File: src/rtl/uart_tx.sv
// UART transmitter: start bit, 8 data bits MSB first, even parity, stop bit.
// Each bit is held for BIT_DURATION cycles of clk_3125.
module uart_tx #(
  parameter int unsigned BIT_DURATION = 14
) (
  input  logic       clk_3125,
  input  logic       rst,
  input  logic [7:0] tx_data,
  input  logic       tx_start,
  output logic       tx,
  output logic       tx_busy,
  output logic       tx_done
);

  localparam int unsigned FRAME_BITS  = 11;
  localparam int unsigned DATA_BITS_N = FRAME_BITS - 3;
  localparam int unsigned CNT_W       = (BIT_DURATION > 1) ? $clog2(BIT_DURATION) : 1;
  localparam logic [CNT_W-1:0] CNT_LAST  = CNT_W'(BIT_DURATION - 1);
  localparam logic [2:0]       IDX_FIRST = 3'(DATA_BITS_N - 1);

  typedef enum logic [2:0] {
    IDLE,
    START_BIT,
    DATA_BITS,
    PARITY_BIT,
    STOP_BIT
  } state_t;

  state_t           state, state_d;
  logic [CNT_W-1:0] cnt, cnt_d;
  logic [2:0]       idx, idx_d;
  logic [7:0]       shift_q, shift_d;
  logic             par_q, par_d;
  logic             tx_d, busy_d, done_d;
  logic             bit_end;

  assign bit_end = (cnt == CNT_LAST);

  // State and output registers; every output comes straight from a flop.
  always_ff @(posedge clk_3125) begin
    if (rst) begin
      state   <= IDLE;
      cnt     <= '0;
      idx     <= '0;
      shift_q <= '0;
      par_q   <= 1'b0;
      tx      <= 1'b1;
      tx_busy <= 1'b0;
      tx_done <= 1'b0;
    end else begin
      state   <= state_d;
      cnt     <= cnt_d;
      idx     <= idx_d;
      shift_q <= shift_d;
      par_q   <= par_d;
      tx      <= tx_d;
      tx_busy <= busy_d;
      tx_done <= done_d;
    end
  end

  // Next-state and next-output logic; the bit counter wraps at each bit boundary.
  always_comb begin
    state_d = state;
    cnt_d   = cnt;
    idx_d   = idx;
    shift_d = shift_q;
    par_d   = par_q;
    tx_d    = tx;
    busy_d  = tx_busy;
    done_d  = 1'b0;

    if (state != IDLE) begin
      cnt_d = bit_end ? '0 : cnt + CNT_W'(1);
    end

    case (state)
      IDLE: begin
        cnt_d = '0;
        if (tx_start) begin
          shift_d = tx_data;
          par_d   = ^tx_data;
          idx_d   = IDX_FIRST;
          tx_d    = 1'b0;
          busy_d  = 1'b1;
          state_d = START_BIT;
        end
      end
      START_BIT: begin
        if (bit_end) begin
          tx_d    = shift_q[7];
          shift_d = {shift_q[6:0], 1'b0};
          idx_d   = IDX_FIRST;
          state_d = DATA_BITS;
        end
      end
      DATA_BITS: begin
        if (bit_end) begin
          if (idx == 3'd0) begin
            tx_d    = par_q;
            state_d = PARITY_BIT;
          end else begin
            tx_d    = shift_q[7];
            shift_d = {shift_q[6:0], 1'b0};
            idx_d   = idx - 3'd1;
          end
        end
      end
      PARITY_BIT: begin
        if (bit_end) begin
          tx_d    = 1'b1;
          state_d = STOP_BIT;
        end
      end
      STOP_BIT: begin
        if (bit_end) begin
          tx_d    = 1'b1;
          busy_d  = 1'b0;
          done_d  = 1'b1;
          state_d = IDLE;
        end
      end
      default: begin
        tx_d    = 1'b1;
        busy_d  = 1'b0;
        state_d = IDLE;
      end
    endcase
  end

endmodule

File: config.mk
export PLATFORM = sky130hd
export DESIGN_NAME = uart_tx
export DESIGN_NICKNAME = d
export VERILOG_FILES = /design/src/rtl/uart_tx.sv
export SDC_FILE = /design/constraint.sdc
export NUM_CORES = 1
export LEC_CHECK = 0
export ABC_AREA = 0
export BUFFER_PORTS_ARGS = -buffer_cell sky130_fd_sc_hd__buf_2
export CAP_MARGIN = 40
export CORE_MARGIN = 10
export CORE_UTILIZATION = 57
export DETAILED_ROUTE_END_ITERATION = 8
export PLACE_DENSITY = 0.89
export SYNTH_ARGS = -nofsm -noshare
export SYNTH_HDL_FRONTEND = slang
export SYNTH_SLANG_ARGS = --single-unit
File: constraint.sdc
create_clock -name clk_3125 -period 1.7 [get_ports clk_3125]
set_input_delay 0.425 -clock clk_3125 [delete_from_list [all_inputs] [get_ports clk_3125]]
set_output_delay 0.425 -clock clk_3125 [all_outputs]
set_load 0.01 [all_outputs]
==> results.sh, run 1 <==
export IMPL_outcome="complete, no violations"
export IMPL_weighted_congestion_reported_at_the_end_of_routability_driven_placement=0.838
export IMPL_row_count=16
export IMPL_worstSkewPairLatency_ns=0.33
export IMPL_cts_buffers=3
export IMPL_die_w_um=67.0
export IMPL_yosys_cell_types_count=42
export IMPL_floorplan_initialDensity=0.623
export IMPL_worstSetupEndpointType="flip-flop"
export IMPL_worst_path_dominant_cell_family="flip-flops"
export IMPL_critical_path_max_stage_delay_ns=0.49
export IMPL_core_box_area_um2=2020
export IMPL_numClockSinks=22
export IMPL_overflow=0
export IMPL_fin_crit_period_ns=1.58
export IMPL_number_of_antenna_violations_at_the_first_check_in_global_routing=0
export IMPL_layout_area_overhead_vs_synth_pct=12.0
export IMPL_synthDominantAreaCellType="sky130_fd_sc_hd__dfxtp_1"
export IMPL_synth_edf_count=0
export IMPL_maximum_fanout_along_the_worst_path=11
export IMPL_ys_warn_count=0
export IMPL_first_global_vias=1086
export IMPL_vias_per_cell=5.86
export IMPL_clock_tree_htree_level_count=1
export IMPL_iteration_count_of_the_initial_detailed_routing_pass=4
export IMPL_worst_path_stages=5
export IMPL_ios=14
export IMPL_worst_tran_pin_value_ns=0.476
export IMPL_required_time_reported_for_the_critical_path_endpoint_ns=1.95
export IMPL_cts_tree="yes"
export IMPL_final_min_period_over_clock_period=0.931
export IMPL_final_common_cell="sky130_fd_sc_hd__dfxtp_1"
export IMPL_drive_above_1_share=0.282
export IMPL_clk_transition_reported_paths_ns=0.13
export IMPL_finalHoldWorstSlack_ns=0.465
export IMPL_grt_start_max_net_pins=22
export IMPL_maxCapViolations=0
export IMPL_syn_avg_cell_area_um2=9.54
export IMPL_cp_start_kind="flip-flop"
export IMPL_syn_inst=132
export IMPL_max_clock_path_buffers=2
export IMPL_grt_first_pass_wirelength_um=4770
export IMPL_rsz_0062_raised_after_global_routing="false"
export IMPL_gr_usage_all_layers=0.137
export IMPL_hpwl_um=2020
export IMPL_p_total_mw=1.17
export IMPL_synth_fp_nets=145
export IMPL_layout_cells_most_common_list="sky130_fd_sc_hd__dfxtp_1, sky130_fd_sc_hd__nor3_1, sky130_fd_sc_hd__buf_2"
export IMPL_report_final_hold_viol_count=0
export IMPL_worst_r2r_path_depth=5
export IMPL_timing_worst_setup_path_type="flip-flop to flip-flop"
export IMPL_critPathArrivalTime_ns=1.84
export IMPL_synth_seq_area_share=0.350
export IMPL_finish_net_count=163
export IMPL_post_cts_buffers=0
export IMPL_diodes=0
export IMPL_ys_top_cells_by_area="sky130_fd_sc_hd__dfxtp_1, sky130_fd_sc_hd__a211oi_2, sky130_fd_sc_hd__mux2i_1"
export IMPL_detail_route_drc_violations=0
export IMPL_postSynthRegisterBits=22
export IMPL_ant_nets=0
export IMPL_holdCritPathClass="primary input to flip-flop"
export IMPL_setup_violators_final=0
export IMPL_die_area_um2=4490
export IMPL_worst_slew_margin=0.682
export IMPL_cellLeakagePower_nw=0.557
export IMPL_crit_path_top_delay_cell="sky130_fd_sc_hd__dfxtp_1"
export IMPL_yosys_most_used_dff="sky130_fd_sc_hd__dfxtp_1"
export IMPL_crit_path_cell_trace="and4b_4 > a41o_1 > buf_4 > nor3_1 > a311oi_2"
export IMPL_drt_initial_drc_count=61
export IMPL_final_max_slew_violation_count=0
export IMPL_finClkSkew_ns=0.00968
export IMPL_yosysTopAreaCellShare=0.350
export IMPL_proportion_of_register_bits_with_asynchronous_set_or_reset_after_synthesis=0
export IMPL_die_y_um=67.0
export IMPL_areal_power_density_over_the_cells_nw_per_um2=827
export IMPL_routed_wirelength_normalized_by_instance_count_um=15.6
export IMPL_root_buffer="sky130_fd_sc_hd__clkbuf_4"
export IMPL_post_synth_instance_area_um2=1260
export IMPL_critPathBufInv=1
export IMPL_power_ir_vdd_worst_v=0.000624
export IMPL_route_vias_total=1032
export IMPL_min_delay_path_depth=3
export IMPL_drt_total_wl_um=2740
export IMPL_timing_fmax_mhz=632
export IMPL_placement_io_buffers=13
power by group:
group          internal, mW  leakage, nW  switching [mW]
Combinational         0.132        0.355           0.143
Clock                 0.131       0.0210           0.170
Sequential            0.558        0.181          0.0319
worst register-to-register path, delay by kind of cell, from the launching register on:
family	cells	cell delay, ns
AOI/OAI and AO/OA	2	0.45
buffers and inverters	1	0.19
DFF	1	0.49
and+or+nand+nor	2	0.39
flip-flops by register name (all words and copies together) (netlist names):
signal	cells
tx_busy	1
shift_q	8
state	3
cnt	4
tx_done	1
idx	3
tx	1
par_q	1
kinds of logic (layout without fill, tap and decap cells):
family	Yosys count	after routing	synth area share
buf+inv	15	32	0.0656
mux	8	8	0.0636
xor+xnor	8	8	0.0557
simple gates	46	46	0.224
compound gates	31	31	0.222
flops	22	22	0.350
fa+ha+maj	2	2	0.0199
metal layers:
| layer | track usage | routed length (µm) | vias to the layer above |
|---|---|---|---|
| met5 | 0 | 0 | - |
| met4 | 0.0872 | 88 | 0 |
| met3 | 0.0351 | 126 | 9 |
| met2 | 0.222 | 1310 | 25 |
| met1 | 0.155 | 1210 | 483 |
| li1 | - | - | 515 |
through the flow:
stage          setup slack, ns   util  cells  cell area [µm²]  TNS (ns)
2_1_floorplan            0.150      -    132             1260         0
3_3_place_gp            0.0295  0.675    172             1370         0
3_5_place_dp           -0.0206  0.675    172             1370   -0.0206
4_1_cts                0.00650  0.694    176             1400         0
5_1_grt                 0.0116  0.697    176             1410         0
6_report                 0.118  0.697    176             1410         0
synth_stat cells, types with 2 or more instances:
cell                       count
sky130_fd_sc_hd__a211oi_1      3
sky130_fd_sc_hd__a211oi_2      7
sky130_fd_sc_hd__a21oi_1       8
sky130_fd_sc_hd__a311oi_2      2
sky130_fd_sc_hd__a41o_1        2
sky130_fd_sc_hd__buf_2         3
sky130_fd_sc_hd__buf_4         2
sky130_fd_sc_hd__buf_6         2
sky130_fd_sc_hd__dfxtp_1      22
sky130_fd_sc_hd__ha_1          2
sky130_fd_sc_hd__inv_1         6
sky130_fd_sc_hd__mux2i_1       8
sky130_fd_sc_hd__nand2_1       6
sky130_fd_sc_hd__nand2b_1      3
sky130_fd_sc_hd__nor2_1       10
sky130_fd_sc_hd__nor3_1       14
sky130_fd_sc_hd__xnor2_1       7
worst paths after layout:
| kind | from | end | slack, ns |
|---|---|---|---|
| worst max-delay path | cnt[2] | idx[0] | 0.12 |
| worst min register to register | idx[2] | idx[2] | 0.51 |
| worst min-delay path | tx_data[0] | shift_q[0] | 0.47 |
| worst max register to register | cnt[2] | idx[0] | 0.12 |
layout make-up:
class                   instances  area [µm²]
fillers                       165         612
repair buffers                 22         136
clock buffers                   4        36.3
inverters                       6        22.5
multi-input cells              95         741
flip-flops and latches         22         440
well taps                      27        33.8
timing repair:
action	4_1_cts	5_1_grt
hold buffers	0	0
endpoints found under the setup margin	1	8
gates resized for setup	1	2
Note: power is estimated with default switching activity, not from simulation.
==> run 2, diff against run 1 <==
--- a/config.mk
+++ b/config.mk
@@ -8,8 +8,10 @@
 export ABC_AREA = 0
 export BUFFER_PORTS_ARGS = -buffer_cell sky130_fd_sc_hd__buf_2
 export CAP_MARGIN = 40
+export CELL_PAD_IN_SITES_DETAIL_PLACEMENT = 0
+export CELL_PAD_IN_SITES_GLOBAL_PLACEMENT = 1
 export CORE_MARGIN = 10
-export CORE_UTILIZATION = 57
+export CORE_UTILIZATION = 44
 export DETAILED_ROUTE_END_ITERATION = 8
 export PLACE_DENSITY = 0.89
 export SYNTH_ARGS = -nofsm -noshare
==> results.sh, run 2 (synthesis gave the netlist of run 1 again) <==
export IMPL_weighted_congestion_reported_at_the_end_of_routability_driven_placement=0.818
export IMPL_first_global_vias=1002
export IMPL_timing_worst_setup_path_type="flip-flop to flip-flop"
export IMPL_maxCapViolations=0
export IMPL_outcome="complete, no violations"
export IMPL_finish_net_count=165
export IMPL_die_y_um=73.5
export IMPL_filler_cell_count=264
export IMPL_drive_above_1_share=0.285
export IMPL_crit_path_top_delay_cell="sky130_fd_sc_hd__dfxtp_1"
export IMPL_cellLeakagePower_nw=0.574
export IMPL_root_buffer="sky130_fd_sc_hd__clkbuf_4"
export IMPL_worstSetupEndpointType="flip-flop"
export IMPL_finClkSkew_ns=0.00844
export IMPL_finalHoldWorstSlack_ns=0.459
export IMPL_grt_start_max_net_pins=22
export IMPL_report_final_hold_viol_count=0
export IMPL_worstSkewPairLatency_ns=0.32
export IMPL_fin_crit_period_ns=1.61
export IMPL_maximum_fanout_along_the_worst_path=7
export IMPL_largest_register_by_flop_count="shift_q"
export IMPL_largestRegisters="shift_q (8), cnt (4)"
export IMPL_final_min_period_over_clock_period=0.946
export IMPL_setup_violators_final=0
export IMPL_drt_initial_drc_count=100
export IMPL_dp_worst_setup_slack_ns=0.0637
export IMPL_layout_area_overhead_vs_synth_pct=14.4
export IMPL_timing_fmax_mhz=622
export IMPL_clock_tree_htree_level_count=1
export IMPL_worst_path_dominant_cell_family="simple AND/OR/NAND/NOR gates"
export IMPL_die_area_um2=5400
export IMPL_overflow=0
export IMPL_routed_wirelength_normalized_by_instance_count_um=15.1
export IMPL_cts_buffers=3
export IMPL_layout_cells_most_common_list="sky130_fd_sc_hd__dfxtp_1, sky130_fd_sc_hd__nor3_1, sky130_fd_sc_hd__buf_2"
export IMPL_gr_usage_all_layers=0.105
export IMPL_grt_first_pass_wirelength_um=4670
export IMPL_areal_power_density_over_the_cells_nw_per_um2=891
export IMPL_critical_path_max_stage_delay_ns=0.43
export IMPL_cts_tree="yes"
export IMPL_setup_slack_ns=0.0915
export IMPL_critPathBufInv=1
export IMPL_crit_path_cell_trace="and4b_4 > a41o_1 > or2_1 > buf_4 > a211oi_2"
export IMPL_detail_route_drc_violations=0
export IMPL_row_count=19
export IMPL_placement_io_buffers=13
export IMPL_cp_start_kind="flip-flop"
export IMPL_max_clock_path_buffers=2
export IMPL_core_box_area_um2=2760
export IMPL_holdCritPathClass="primary input to flip-flop"
export IMPL_required_time_reported_for_the_critical_path_endpoint_ns=1.94
export IMPL_die_w_um=73.5
export IMPL_numClockSinks=22
export IMPL_power_ir_vdd_worst_v=0.000743
export IMPL_worst_tran_pin_value_ns=0.480
export IMPL_ios=14
export IMPL_floorplan_initialDensity=0.456
export IMPL_final_common_cell="sky130_fd_sc_hd__dfxtp_1"
export IMPL_placed_area_um2=1390
export IMPL_clk_transition_reported_paths_ns=0.13
export IMPL_flip_flop_count_of_the_largest_register_all_copies_and_words_added=8
export IMPL_number_of_antenna_violations_at_the_first_check_in_global_routing=0
export IMPL_diodes=0
export IMPL_final_max_slew_violation_count=0
export IMPL_worst_slew_margin=0.680
export IMPL_setup_tns_after_final_layout_ns=0
export IMPL_post_route_design_area_um2=1440
export IMPL_route_vias_total=1040
export IMPL_hpwl_um=2060
export IMPL_vias_per_cell=5.71
export IMPL_critPathArrivalTime_ns=1.85
export IMPL_iteration_count_of_the_initial_detailed_routing_pass=4
export IMPL_ant_nets=0
export IMPL_drt_total_wl_um=2750
export IMPL_cts_hold_buffers=0
==> run 2: what timing repair did <==
action	CTS	global route
setup endpoints to repair	0	8
gates resized for setup	0	1
buffers inserted	0	0
==> run 2: tightest hold or removal path: cells and delay by family <==
| family | cells | cell delay (ns) |
|---|---|---|
| compound gates | 1 | 0.12 |
| simple gates | 1 | 0.11 |
| buf+inv | 1 | 0.09 |
==> run 2: power by group <==
part	internal, mW	total, mW	switching [mW]
registers	0.558	0.588	0.0307
clock network	0.238	0.413	0.175
logic	0.137	0.282	0.146
total	0.933	1.28	0.351
==> run 2: final cells by class <==
class / instances / area, µm² / area share
clock buffer: 3 / 22.5 / 0.0156
clock inverter: 1 / 30.0 / 0.0209
inverter: 6 / 22.5 / 0.0156
multi-input combinational: 95 / 738 / 0.513
sequential: 22 / 440 / 0.306
tap: 31 / 38.8 / 0.0269
timing repair buffer: 24 / 148 / 0.103
==> run 2: stage by stage <==
stage                     power [mW]  cells   util
after floorplan                0.808    132      -
after global placement         0.867    178  0.502
after detailed placement       0.882    178  0.502
after CTS                       1.29    182  0.521
after global routing            1.35    182  0.522
final                           1.28    182  0.522
==> run 2: path summary, 6_finish.rpt <==
path,endpoint,cells past startpoint,slack (ns),start
max,shift_q[1],5,0.09,cnt[1]
min reg2reg,tx_busy,2,0.50,tx_busy
max reg2reg,shift_q[1],5,0.09,cnt[1]
min,shift_q[0],3,0.46,tx_data[0]
==> run 2: metal layers <==
layer / vias to the layer above / share of wire / track usage
met5: - / 0 / 0
met4: 0 / 0.0051 / 0.0207
met3: 2 / 0.053 / 0.0363
met2: 24 / 0.48 / 0.170
met1: 496 / 0.46 / 0.132
li1: 518 / - / -
